## src/rtl/buzzer_tone_sequencer.sv

```systemverilog
// Button-triggered buzzer tone sequencer: queues per-channel requests and plays each as a
// fixed-length square-wave beep followed by a silent gap. Optional feature: BUZZER_HOLD_EN.
module buzzer_tone_sequencer #(
    parameter int unsigned            N_CH        = 4,
    parameter int unsigned            CNT_W       = 20,
    parameter logic [N_CH*CNT_W-1:0]  TONE_HALF   = {20'd47_778, 20'd42_566, 20'd37_921,
                                                     20'd35_793},
    parameter int unsigned            DUR_W       = 26,
    parameter int unsigned            BEEP_CYCLES = 5_000_000,
    parameter int unsigned            GAP_CYCLES  = 1_000_000
) (
    input  logic                                          clk,
    input  logic                                          rst_n,
    input  logic                                          enable,
    input  logic [N_CH-1:0]                               btn_trig,
    output logic                                          buzzer_out,
    output logic                                          busy,
    output logic [((N_CH > 1) ? $clog2(N_CH) : 1)-1:0]    active_ch
);

    localparam int unsigned AW = (N_CH > 1) ? $clog2(N_CH) : 1;

    typedef enum logic [1:0] {StIdle, StPlay, StGap} state_e;

    state_e            r_state;
    logic [N_CH-1:0]   r_btn_prev;
    logic [N_CH-1:0]   r_pend;
    logic [AW-1:0]     r_active;
    logic              r_buzz;
    logic              r_busy;
    logic [CNT_W-1:0]  r_half;
    logic [DUR_W-1:0]  r_dur;

    logic [N_CH-1:0]   w_edge;
    logic [N_CH-1:0]   w_req;
    logic [N_CH-1:0]   w_sel_oh;
    logic [N_CH-1:0]   w_pend_nxt;
    logic [AW-1:0]     w_sel;
    logic              w_found;
    logic [CNT_W-1:0]  w_half;
    logic              w_half_end;
    logic              w_beep_end;
    logic              w_gap_end;
    logic              w_hold;

    assign w_edge = btn_trig & ~r_btn_prev;
    assign w_req  = r_pend | w_edge;

    // Lowest-index request wins.
    always_comb begin
        w_sel    = '0;
        w_sel_oh = '0;
        w_found  = |w_req;
        for (int i = int'(N_CH) - 1; i >= 0; i--) begin
            if (w_req[i]) begin
                w_sel       = AW'(i);
                w_sel_oh    = '0;
                w_sel_oh[i] = 1'b1;
            end
        end
    end

    // A fresh edge on an already-pending channel survives the clear.
    assign w_pend_nxt = (w_req & ~w_sel_oh) | (r_pend & w_edge);

    always_comb begin
        w_half = '0;
        for (int i = 0; i < int'(N_CH); i++) begin
            if (r_active == AW'(i)) begin
                w_half = TONE_HALF[i*CNT_W +: CNT_W];
            end
        end
    end

`ifdef BUZZER_HOLD_EN
    // Hold covers the cycle the button was last seen high, so the countdown starts on release.
    assign w_hold = btn_trig[r_active] | r_btn_prev[r_active];
`else
    assign w_hold = 1'b0;
`endif

    assign w_half_end = (r_half == w_half - CNT_W'(1));
    assign w_beep_end = !w_hold && (r_dur == DUR_W'(BEEP_CYCLES - 1));
    assign w_gap_end  = (r_dur == DUR_W'(GAP_CYCLES - 1));

    always_ff @(posedge clk or negedge rst_n) begin
        if (!rst_n) begin
            r_state    <= StIdle;
            r_btn_prev <= '0;
            r_pend     <= '0;
            r_active   <= '0;
            r_buzz     <= 1'b0;
            r_busy     <= 1'b0;
            r_half     <= '0;
            r_dur      <= '0;
        end else begin
            r_btn_prev <= btn_trig;
            if (!enable) begin
                r_state <= StIdle;
                r_pend  <= '0;
                r_buzz  <= 1'b0;
                r_busy  <= 1'b0;
                r_half  <= '0;
                r_dur   <= '0;
            end else begin
                unique case (r_state)
                    StIdle: begin
                        r_pend <= w_pend_nxt;
                        if (w_found) begin
                            r_state  <= StPlay;
                            r_active <= w_sel;
                            r_buzz   <= 1'b1;
                            r_busy   <= 1'b1;
                            r_half   <= '0;
                            r_dur    <= '0;
                        end
                    end
                    StPlay: begin
                        r_pend <= r_pend | w_edge;
                        if (w_beep_end) begin
                            r_state <= StGap;
                            r_buzz  <= 1'b0;
                            r_half  <= '0;
                            r_dur   <= '0;
                        end else begin
                            r_dur <= w_hold ? '0 : r_dur + DUR_W'(1);
                            if (w_half_end) begin
                                r_buzz <= ~r_buzz;
                                r_half <= '0;
                            end else begin
                                r_half <= r_half + CNT_W'(1);
                            end
                        end
                    end
                    StGap: begin
                        if (w_gap_end) begin
                            r_pend <= w_pend_nxt;
                            r_half <= '0;
                            r_dur  <= '0;
                            if (w_found) begin
                                r_state  <= StPlay;
                                r_active <= w_sel;
                                r_buzz   <= 1'b1;
                            end else begin
                                r_state <= StIdle;
                                r_busy  <= 1'b0;
                            end
                        end else begin
                            r_pend <= r_pend | w_edge;
                            r_dur  <= r_dur + DUR_W'(1);
                        end
                    end
                    default: begin
                        r_state <= StIdle;
                        r_buzz  <= 1'b0;
                        r_busy  <= 1'b0;
                    end
                endcase
            end
        end
    end

    assign buzzer_out = r_buzz;
    assign busy       = r_busy;
    assign active_ch  = r_active;

endmodule

```

## config.mk

```make
export PLATFORM = sky130hd
export DESIGN_NAME = buzzer_tone_sequencer
export DESIGN_NICKNAME = d
export VERILOG_FILES = /design/src/rtl/buzzer_tone_sequencer.sv
export SDC_FILE = /design/constraint.sdc
export NUM_CORES = 1
export LEC_CHECK = 0
export CORE_ASPECT_RATIO = 1.2
export CORE_UTILIZATION = 61
export DETAILED_ROUTE_END_ITERATION = 8
export GPL_TIMING_DRIVEN = 0
export PLACE_DENSITY = 0.82
export SLEW_MARGIN = 20
export SYNTH_ARGS = -nofsm -noshare
export SYNTH_HDL_FRONTEND = slang
export SYNTH_SLANG_ARGS = --single-unit
```

## constraint.sdc

```tcl
create_clock -name clk -period 6.05 [get_ports clk]
set_clock_uncertainty 0.05 [all_clocks]
set_input_delay 0.9075 -clock clk [delete_from_list [all_inputs] [get_ports clk]]
set_output_delay 0.9075 -clock clk [all_outputs]
set_load 0.01 [all_outputs]
```

==> results.tsv, run 1 <==
metric	value	unit
Post-Syn Nets	481	
Comb pwr share	39.4	%
# setup viols final	0	
Initial Util	63.14	%
setup TNS	0	ps
top_reg_cell synth	dfrtp_1	
vias per cell	6.666	
Site Rows	32	
largest net degree at the start of global routing	41	
initial antenna violation count	0	
CTS tree	built	
Die Span X	76.57	µm
DRT iter0 DRCs	322	
power density cells	300.1	nW/µm²
core area	6446	µm²
Final #Nets	503	
Mapped Area	4070	µm²
Max Cap Viol	0	
Vias	3813	
number of synthesized flops with an enable pin	0	
number of synthesized register bits	60	
worst hold path type	input port to async pin	
R2R setup slack	3140	ps
Net Sw Power	0.0005348	W
postcts setup bufs	0	
Synth Area in Compound Gates	21.33	%
status	complete, no violations	
# port buffers	10	
crit path launch	enable	
total grt overflow	0	
final slew viol count	0	
HPWL Detailed	6.964	mm
largest cells by area after synthesis	dfrtp_1 37%, nand2_1 4.4%, ha_1 4.3%	
Layout area overhead	10.30	%
Clk pwr share	25.9	%
most common cell in the netlist	dfrtp_1	
wirelength, routed	10.32	mm
vias in the first global route	3727	
post-synthesis sequential area ratio	36.89	%
simple-gate area share of the yosys netlist	29.73	%
TritonCTS buffer count	9	
root buffer cell	clkbuf_8	
share of the synthesized area in the top cell type	36.89	%
Worst-Margin Slew	1051	ps
largest family of logic cells by synthesized area	simple AND/OR/NAND/NOR gates	
leakage power total	1.756	nW
CP Capture Type	flip-flop	
Worst R2R Start	active_ch[0]	
share of cells above drive strength 1	10.47	%
startpoint type of the worst setup path	input port	
fmax	0.3232	GHz
Clock transition at path regs	70	ps
Power, Total	0.001347	W
hold_buf cts	0	
number of detailed-route iterations in the first pass	6	
post-route insts no fill	572	
Clock Path Buffers	2	
Post-Syn Area per Cell	8.848	µm²
post-cts resize count	0	
Die H	91.48	µm
WS Path Type	input port to flip-flop	
Critical R2R Capture	r_half[17]	
Max VDD drop	0.1928	mV
post-synthesis xor/xnor area fraction	1.937	%
Worst Path Max Fanout	10	
Total GRT Usage	31.58	%
post-synthesis mux area share	0.4919	%
RSZ-0062 raised after global routing	false	
Switching Share	39.69	%
Final Cycle Share	51.14	%
CP Data Required Time	6260	ps
Residual DRC	0	
Worst-Skew Late Latency	350	ps
cells after synthesis	460	
Reg2Reg Depth	9	
CTS sink count	60	
Top Ports	11	
crit path to	r_half[15]	
Placed Cells	556	
Die ar.	7004	µm²
Worst slew margin	29.28	%
Antenna Nets Post-Route	0	
unique cell type count in the Yosys netlist	73	
Syn. warnings	0	
asr flop ratio synth	100.0	%
drt wl/cell	18.03	µm
final core utilization	69.64	%
Final GP Congestion	0.8767	
Synth Area in Adders	4.550	%
antenna cells	0	
fin crit period	3094	ps
Data arrival, critical path	3300	ps
cell taking the most area after synthesis	dfrtp_1	
commonest cells in the netlist	60 x dfrtp_1, 48 x nand2_1, 32 x nand3_1, 28 x nor2_1, 25 x o21ai_0	
H-tree level count	3	
Int Pwr	0.0008126	W
sequential share of power	34.7	%
global-route wire length before repair	17.63	mm
final hold vios	0	
-- worst min-delay path by stage --
stage,startpoint,endpoint,slack (ps)
final,rst_n,r_half[3],390
after global routing,rst_n,r_half[3],410
after CTS,rst_n,r_half[3],400
after detailed placement,r_half[19],r_half[19],450
after global placement,r_half[19],r_half[19],440
after floorplan,r_half[19],r_half[19],410
-- layer usage --
layer	GRT usage, %	vias up	wire (µm)
met5	0	-	0
met1	38.79	1826	4286
li1	-	1780	-
met2	53.30	169	5065
met4	16.99	0	344
met3	4.523	38	620
-- critical path: stages --
cell and delay, ps:
clkdlybuf4s50_1 580, inv_1 180, nor3_1 670, a21oi_2 270, nand2_1 200, buf_2 270
a22oi_1 130, o31ai_1 90
-- power groups by stage --
stage | logic, W | registers (W) | clock network (W)
floorplan | 0.000369 | 0.000470 | 0
global placement | 0.000503 | 0.000472 | 0
global route | 0.000576 | 0.000472 | 0.000367
detailed placement | 0.000515 | 0.000475 | 0
finish | 0.000530 | 0.000467 | 0.000350
CTS | 0.000522 | 0.000467 | 0.000350
-- registers in the layout, indices dropped and copies added (netlist names) --
name / flops
r_state: 2
r_btn_prev: 4
r_pend: 4
active_ch: 2
r_dur: 26
buzzer_out: 1
busy: 1
r_half: 20
-- stage by stage --
| step | hold slack, ps | setup WS (ps) | instance area [µm²] |
|---|---|---|---|
| after global placement | 442.0 | 2113 | 4277 |
| after detailed placement | 451.5 | 2388 | 4294 |
| after global routing | 406.3 | 2810 | 4489 |
| final | 387.6 | 2956 | 4489 |
| after floorplan | 414.8 | 3406 | 4070 |
| after CTS | 400.1 | 2700 | 4483 |
-- kinds of logic (layout without fill, tap and decap cells) --
logic type | Yosys count | after routing
AO/OA/AOI/OAI | 123 | 123
XOR/XNOR | 9 | 9
adder cells (fa/ha/maj) | 15 | 15
buffers and inverters | 39 | 66
flip-flops | 60 | 60
multiplexers | 2 | 2
AND/OR/NAND/NOR | 212 | 212
-- layout make-up --
| type | count | area (µm²) |
|---|---|---|
| Sequential cell | 60 | 1501 |
| Multi-Input combinational cell | 361 | 2369 |
| Inverter | 21 | 78.83 |
| Timing Repair Buffer | 11 | 117.6 |
| Tap cell | 85 | 106.4 |
| Clock inverter | 3 | 20.02 |
| Clock buffer | 13 | 168.9 |
| Fill cell | 506 | 1957 |
| Buffer | 18 | 127.6 |
-- placed cells by master, fill, tap and decap left out, types with 3 or more instances in the layout --
cell and n:
and3_1 10, nand3b_1 4, and2_1 4, nand3_1 32
a211oi_1 3, nand2_1 48, o21a_1 4, a21o_1 7
dfrtp_1 60, o21ai_0 25, buf_4 3, nor2b_1 3
clkbuf_8 13, nor3_1 10, clkbuf_1 7, ha_1 14
a32oi_1 3, o31ai_1 17, xor2_1 6, nor4b_1 4
or3_1 10, inv_1 21, nor2_1 28, o22ai_1 3
xnor2_1 3, nand4_1 16, clkdlybuf4s50_1 9, a22oi_1 10
nor4_1 8, o311ai_0 3, and4_2 3, a21oi_1 20
nor3b_1 7, buf_6 5, a31oi_1 5, buf_2 4
Power figures use the tool's default switching activity.
==> run 2: changes to the inputs <==
CORE_UTILIZATION = 56   (was 61)
PLACE_DENSITY = 0.79   (was 0.82)
clock period = 2.6 ns   (was 6.05 ns; I/O delays follow)
==> run 2 against run 1 <==
Worst setup slack lost 2900 ps. Sequential cell count did not move. Sequential power grew 130%. Sequential share of layout area is 1.8 points lower. Largest power group unchanged.
==> results.tsv, run 2 (synthesis results as in run 1) <==
metric	value	unit	change
status	complete, no violations		
Top Ports	11		unchanged
total grt overflow	0		unchanged
Clock transition at path regs	70	ps	about the same
CP Data Required Time	2780	ps	-3480 ps
Antenna Nets Post-Route	0		unchanged
DRT iter0 DRCs	396		+23%
number of detailed-route iterations in the first pass	6		unchanged
# setup viols final	0		unchanged
crit-path cells	nor4_2 -> nand4_1 -> o31ai_2 -> nand3_1 -> maj3_1 -> a22o_1		
leakage power total	1.868	nW	+6.4%
Final Cycle Share	98.34	%	
H-tree level count	3		unchanged
most frequent cells in the layout	57 x dfrtp_1, 48 x nand2_1, 32 x nand3_1		
HPWL Detailed	6.973	mm	+0.13%
Largest regs	r_dur: 26 flops, r_half: 20 flops		
vias per cell	6.554		-1.7%
Die Span X	79.83	µm	+4.3%
wirelength, routed	10.71	mm	+3.8%
Data arrival, critical path	2740	ps	-560 ps
antenna cells	0		unchanged
share of cells above drive strength 1	16.97	%	+6.5 points
Layout area overhead	16.85	%	
startpoint type of the worst setup path	flip-flop		
Most flops, register	r_dur		
max incr delay on CP	460	ps	-210 ps
Worst R2R Start	r_dur[6]		
CP max stage cell	dfrtp_1		
Residual DRC	0		unchanged
Final #Nets	517		+2.8%
fmax	0.3911	GHz	
initial antenna violation count	0		unchanged
global-route wire length before repair	17.37	mm	-1.5%
CTS sink count	60		unchanged
Total GRT Usage	29.91	%	-1.7 points
Die H	95.39	µm	+4.3%
power density cells	738.1	nW/µm²	+150%
Reg2Reg Depth	6		-3
# port buffers	10		unchanged
drt wl/cell	18.22	µm	+1.0%
Final GP Congestion	0.8748		-0.22%
cell depth of the worst hold path	1		
Die ar.	7615	µm²	+8.7%
largest net degree at the start of global routing	32		-22%
Worst Path Max Fanout	6		-4
fin crit period	2557	ps	
CP bufs+invs	0		-3
root buffer cell	clkbuf_8		
Largest register FFs	26		unchanged
CP Capture Type	flip-flop		
Clock Path Buffers	2		unchanged
Initial Util	58.68	%	-4.5 points
WS Path Type	flip-flop to flip-flop		
Largest delay share family, worst path	simple AND/OR/NAND/NOR gates		
Critical R2R Capture	r_pend[3]		
Worst-Skew Late Latency	350	ps	about the same
Vias	3854		+1.1%
TritonCTS buffer count	9		unchanged
core area	6937	µm²	+7.6%
most common cell after layout, fill and taps aside	dfrtp_1		
Worst slew margin	44.87	%	+16 points
Hold EP	r_btn_prev[1]		
worst hold path type	input port to flip-flop		
final core utilization	68.56	%	-1.1 points
final hold vios	0		unchanged
CTS tree	built		
R2R setup slack	40	ps	-3100 ps
Max VDD drop	0.4578	mV	+140%
Hold Path Origin	btn_trig[1]		
Worst-Margin Slew	820.2	ps	-230.9 ps
setup TNS	0	ps	unchanged
final slew viol count	0		unchanged
Max Cap Viol	0		unchanged
Site Rows	33		+3.1%
vias in the first global route	3733		+0.16%
run 2: cell count changes in the layout (fill, tap and decap cells not counted), moves of 3 or more:
cell     delta
buf_4      +12
dfrtp_1     -3
dfrtp_2     +3
ha_1        -3
ha_2        +3
nor2_1      -3
run 2: per-layer routing:
layer	vias up	wire, µm	track usage, %
li1	1806	-	-
met4	0	322	15.48
met1	1855	4475	36.80
met3	28	601	5.646
met5	-	0	0
met2	165	5311	49.79
run 2: per-stage QoR:
step           hold slack (ps)  instance area (µm²)  setup WS [ps]  power [W]  cells
2_1_floorplan            44.41                 4070          22.75   0.001954    460
3_3_place_gp             441.1                 4279         -880.4   0.002266    557
3_5_place_dp             299.6                 4297         -555.6   0.002312    558
4_1_cts                  446.8                 4624          1.093   0.003376    582
5_1_grt                  457.0                 4756         -25.09   0.003693    588
6_report                 446.7                 4756          43.28   0.003510    588
run 2: timing repair:
action	in CTS	in global routing
setup buffers	7	6
endpoints found under the setup margin	41	44
resized for setup	6	22
pin swaps	2	4
endpoints found under the hold margin	30	0
hold buffers	1	0
run 2: power by group:
group	switching, W	internal (W)	total [W]
sequential	0.0000855	0.00100	0.00109
combinational	0.000823	0.000589	0.00141
clock	0.000398	0.000615	0.00101
total	0.00131	0.00220	0.00351
run 2: worst max path at each step:
stage                 start    endpoint  cells after the start
2_1_floorplan  active_ch[0]   r_half[9]                      9
3_3_place_gp          rst_n   r_dur[11]                      1
3_5_place_dp    btn_trig[0]  r_half[15]                      8
4_1_cts        active_ch[0]   r_half[3]                     10
5_1_grt            r_dur[6]   r_pend[3]                      6
6_report           r_dur[6]   r_pend[3]                      6
run 2: final cells by class:
cell class,count,area [µm²]
inverters,21,81.33
multi-input cells,361,2460
plain buffers,18,127.6
clock buffers,12,165.2
fillers,542,2181
repair buffers,25,237.7
well taps,87,108.9
clock inverters,4,70.07
flip-flops and latches,60,1505
==> run 3: changes to the inputs <==
CORE_UTILIZATION = 61   (was 56)
PLACE_DENSITY = 0.82   (was 0.79)
clock period = 2.44 ns   (was 2.6 ns; I/O delays follow)
==> run 3 against run 2 <==
Die area down 8.0%. Critical path type unchanged. Power up 14%. The flow now finishes with violations (negative setup slack). Sequential cell count unchanged. Maximum frequency up 2.0%. Combinational power up 33%. Sequential share of layout area down 2.0 points.
==> results.tsv, run 3 (synthesis results as in run 1) <==
metric	value	unit	change
status	complete, but fails checks		
violated checks	negative setup slack		
startpoint type of the worst setup path	flip-flop		
Layout area overhead	25.18	%	
final slew viol count	0		unchanged
Residual DRC	0		unchanged
Die Span X	76.57	µm	-4.1%
design area	5095	µm²	+7.1%
global-route wire length before repair	18.25	mm	+5.1%
drt wl/cell	20.77	µm	+14%
wirelength, routed	12.30	mm	+15%
DRT iter0 DRCs	428		+8.1%
Final Cycle Share	102.8	%	+4.4 points
CP Data Required Time	2590	ps	-190 ps
final core utilization	79.04	%	+10 points
Power, Total	0.003985	W	+14%
CP Capture Type	flip-flop		
Worst slew margin	56.32	%	+11 points
Setup WS pre-CTS	-631.1	ps	-75.52 ps
# port buffers	10		unchanged
leakage power total	1.949	nW	+4.3%
Antenna Nets Post-Route	0		unchanged
Clock Path Buffers	2		unchanged
total grt overflow	0		unchanged
Clock transition at path regs	70	ps	about the same
Initial Util	63.14	%	+4.5 points
PnR worst setup slack	-67.34	ps	-110.6 ps
Data arrival, critical path	2660	ps	-80 ps
Final #Nets	523		+1.2%
vias per cell	6.872		+4.8%
initial antenna violation count	0		unchanged
final hold vios	0		unchanged
post-route met1 wirelength	4.729	mm	+5.7%
Worst-Margin Slew	649.8	ps	-170.3 ps
fin crit period	2507	ps	-49.38 ps
RSZ-0062 raised after global routing	true		
met2 WL post-DR	6.135	mm	+16%
Largest regs	r_dur: 26 flops, r_half: 20 flops		
Max Cap Viol	0		unchanged
Most flops, register	r_dur		
Die ar.	7004	µm²	-8.0%
CTS tree	built		
post-route insts no fill	592		+0.68%
TritonCTS buffer count	9		unchanged
Placed Cells	556		-0.36%
Site Rows	32		-3.0%
Area after DPL	4295	µm²	about the same
most frequent cells in the layout	54 x dfrtp_1, 48 x nand2_1, 32 x nand3_1		
root buffer cell	clkbuf_8		
Worst Path Max Fanout	6		unchanged
fmax	0.3988	GHz	+2.0%
# setup viols final	5		+5
routed wl met3	897	µm	+49%
Total GRT Usage	33.10	%	+3.2 points
Largest register FFs	26		unchanged
Worst-Skew Late Latency	330	ps	-20 ps
power density cells	782.1	nW/µm²	+6.0%
H-tree level count	3		unchanged
Vias	4068		+5.6%
R2R setup slack	-70	ps	-110 ps
WS Path Type	flip-flop to flip-flop		
largest net degree at the start of global routing	38		+19%
worst hold path type	input port to async pin		
core area	6446	µm²	-7.1%
Die H	91.48	µm	-4.1%
top sig layer	met4		
Fill cells	394		-27%
most common cell after layout, fill and taps aside	dfrtp_1		
Final GP Congestion	0.8795		+0.54%
CTS sink count	60		unchanged
HPWL Detailed	7.292	mm	+4.6%
antenna cells	0		unchanged
Max VDD drop	0.5609	mV	+23%
vias in the first global route	3843		+2.9%
share of cells above drive strength 1	24.85	%	+7.9 points
Top Ports	11		unchanged
number of detailed-route iterations in the first pass	5		-1
-- run 3: cell count changes in the layout (fill, tap and decap cells not counted), sizes merged --
cell	change
clkbuf	+1
clkinvlp	+1
bufinv	-1
buf	+5
-- run 3: power by group --
group | switching (W) | internal [W]
Combinational | 0.00107 | 0.000809
Clock | 0.000404 | 0.000525
Sequential | 0.000109 | 0.00107
Total | 0.00158 | 0.00240
-- run 3: per-layer routing --
metal  up-vias  global-route usage (%)
li1       1818                       -
met1      1941                   39.13
met2       248                   57.06
met3        61                   4.724
met4         0                   19.23
met5         -                       0
-- run 3: path summary, 6_finish.rpt --
path | start | to | depth (start not counted)
setup / recovery | active_ch[0] | r_half[13] | 9
hold / removal | rst_n | active_ch[1] | 2
setup reg to reg | active_ch[0] | r_half[13] | 9
hold reg to reg | r_half[19] | r_half[19] | 1
max in group asynchronous | rst_n | r_dur[7] | 3
min in group clk | btn_trig[3] | r_btn_prev[3] | 1
-- run 3: what timing repair did --
| item | CTS | global route |
|---|---|---|
| hold buffers | 1 | 0 |
| pin swaps | 5 | 16 |
| gates cloned | 0 | 1 |
| resized for setup | 21 | 65 |
| setup endpoints to repair | 50 | 45 |
| setup buffers | 12 | 6 |
| endpoints found under the hold margin | 23 | 0 |
-- run 3: through the flow --
stage               hold slack [ps]  setup TNS, ps
finish                        413.8         -112.9
global route                  442.2          -1778
CTS                           416.9              0
detailed placement            233.4         -25380
global placement              441.4         -84070
floorplan                     20.41              0
-- run 3: area by class of cell --
type	count	area, µm²	area share (%)
Buffer	18	138.9	2.726
Multi-Input combinational cell	361	2746	53.90
Clock inverter	4	47.55	0.9332
Clock buffer	12	155.1	3.045
Inverter	21	83.83	1.645
Timing Repair Buffer	31	307.8	6.041
Sequential cell	60	1509	29.62
Tap cell	85	106.4	2.087
-- run 3: critical path: stages (launching register included) --
cell and delay (ps):
dfrtp_2 450, buf_4 150, ha_2 200, nor2_2 110, or4b_4 470, a21boi_2 200
o211ai_4 140, buf_6 200, a32oi_1 280, o31ai_2 110
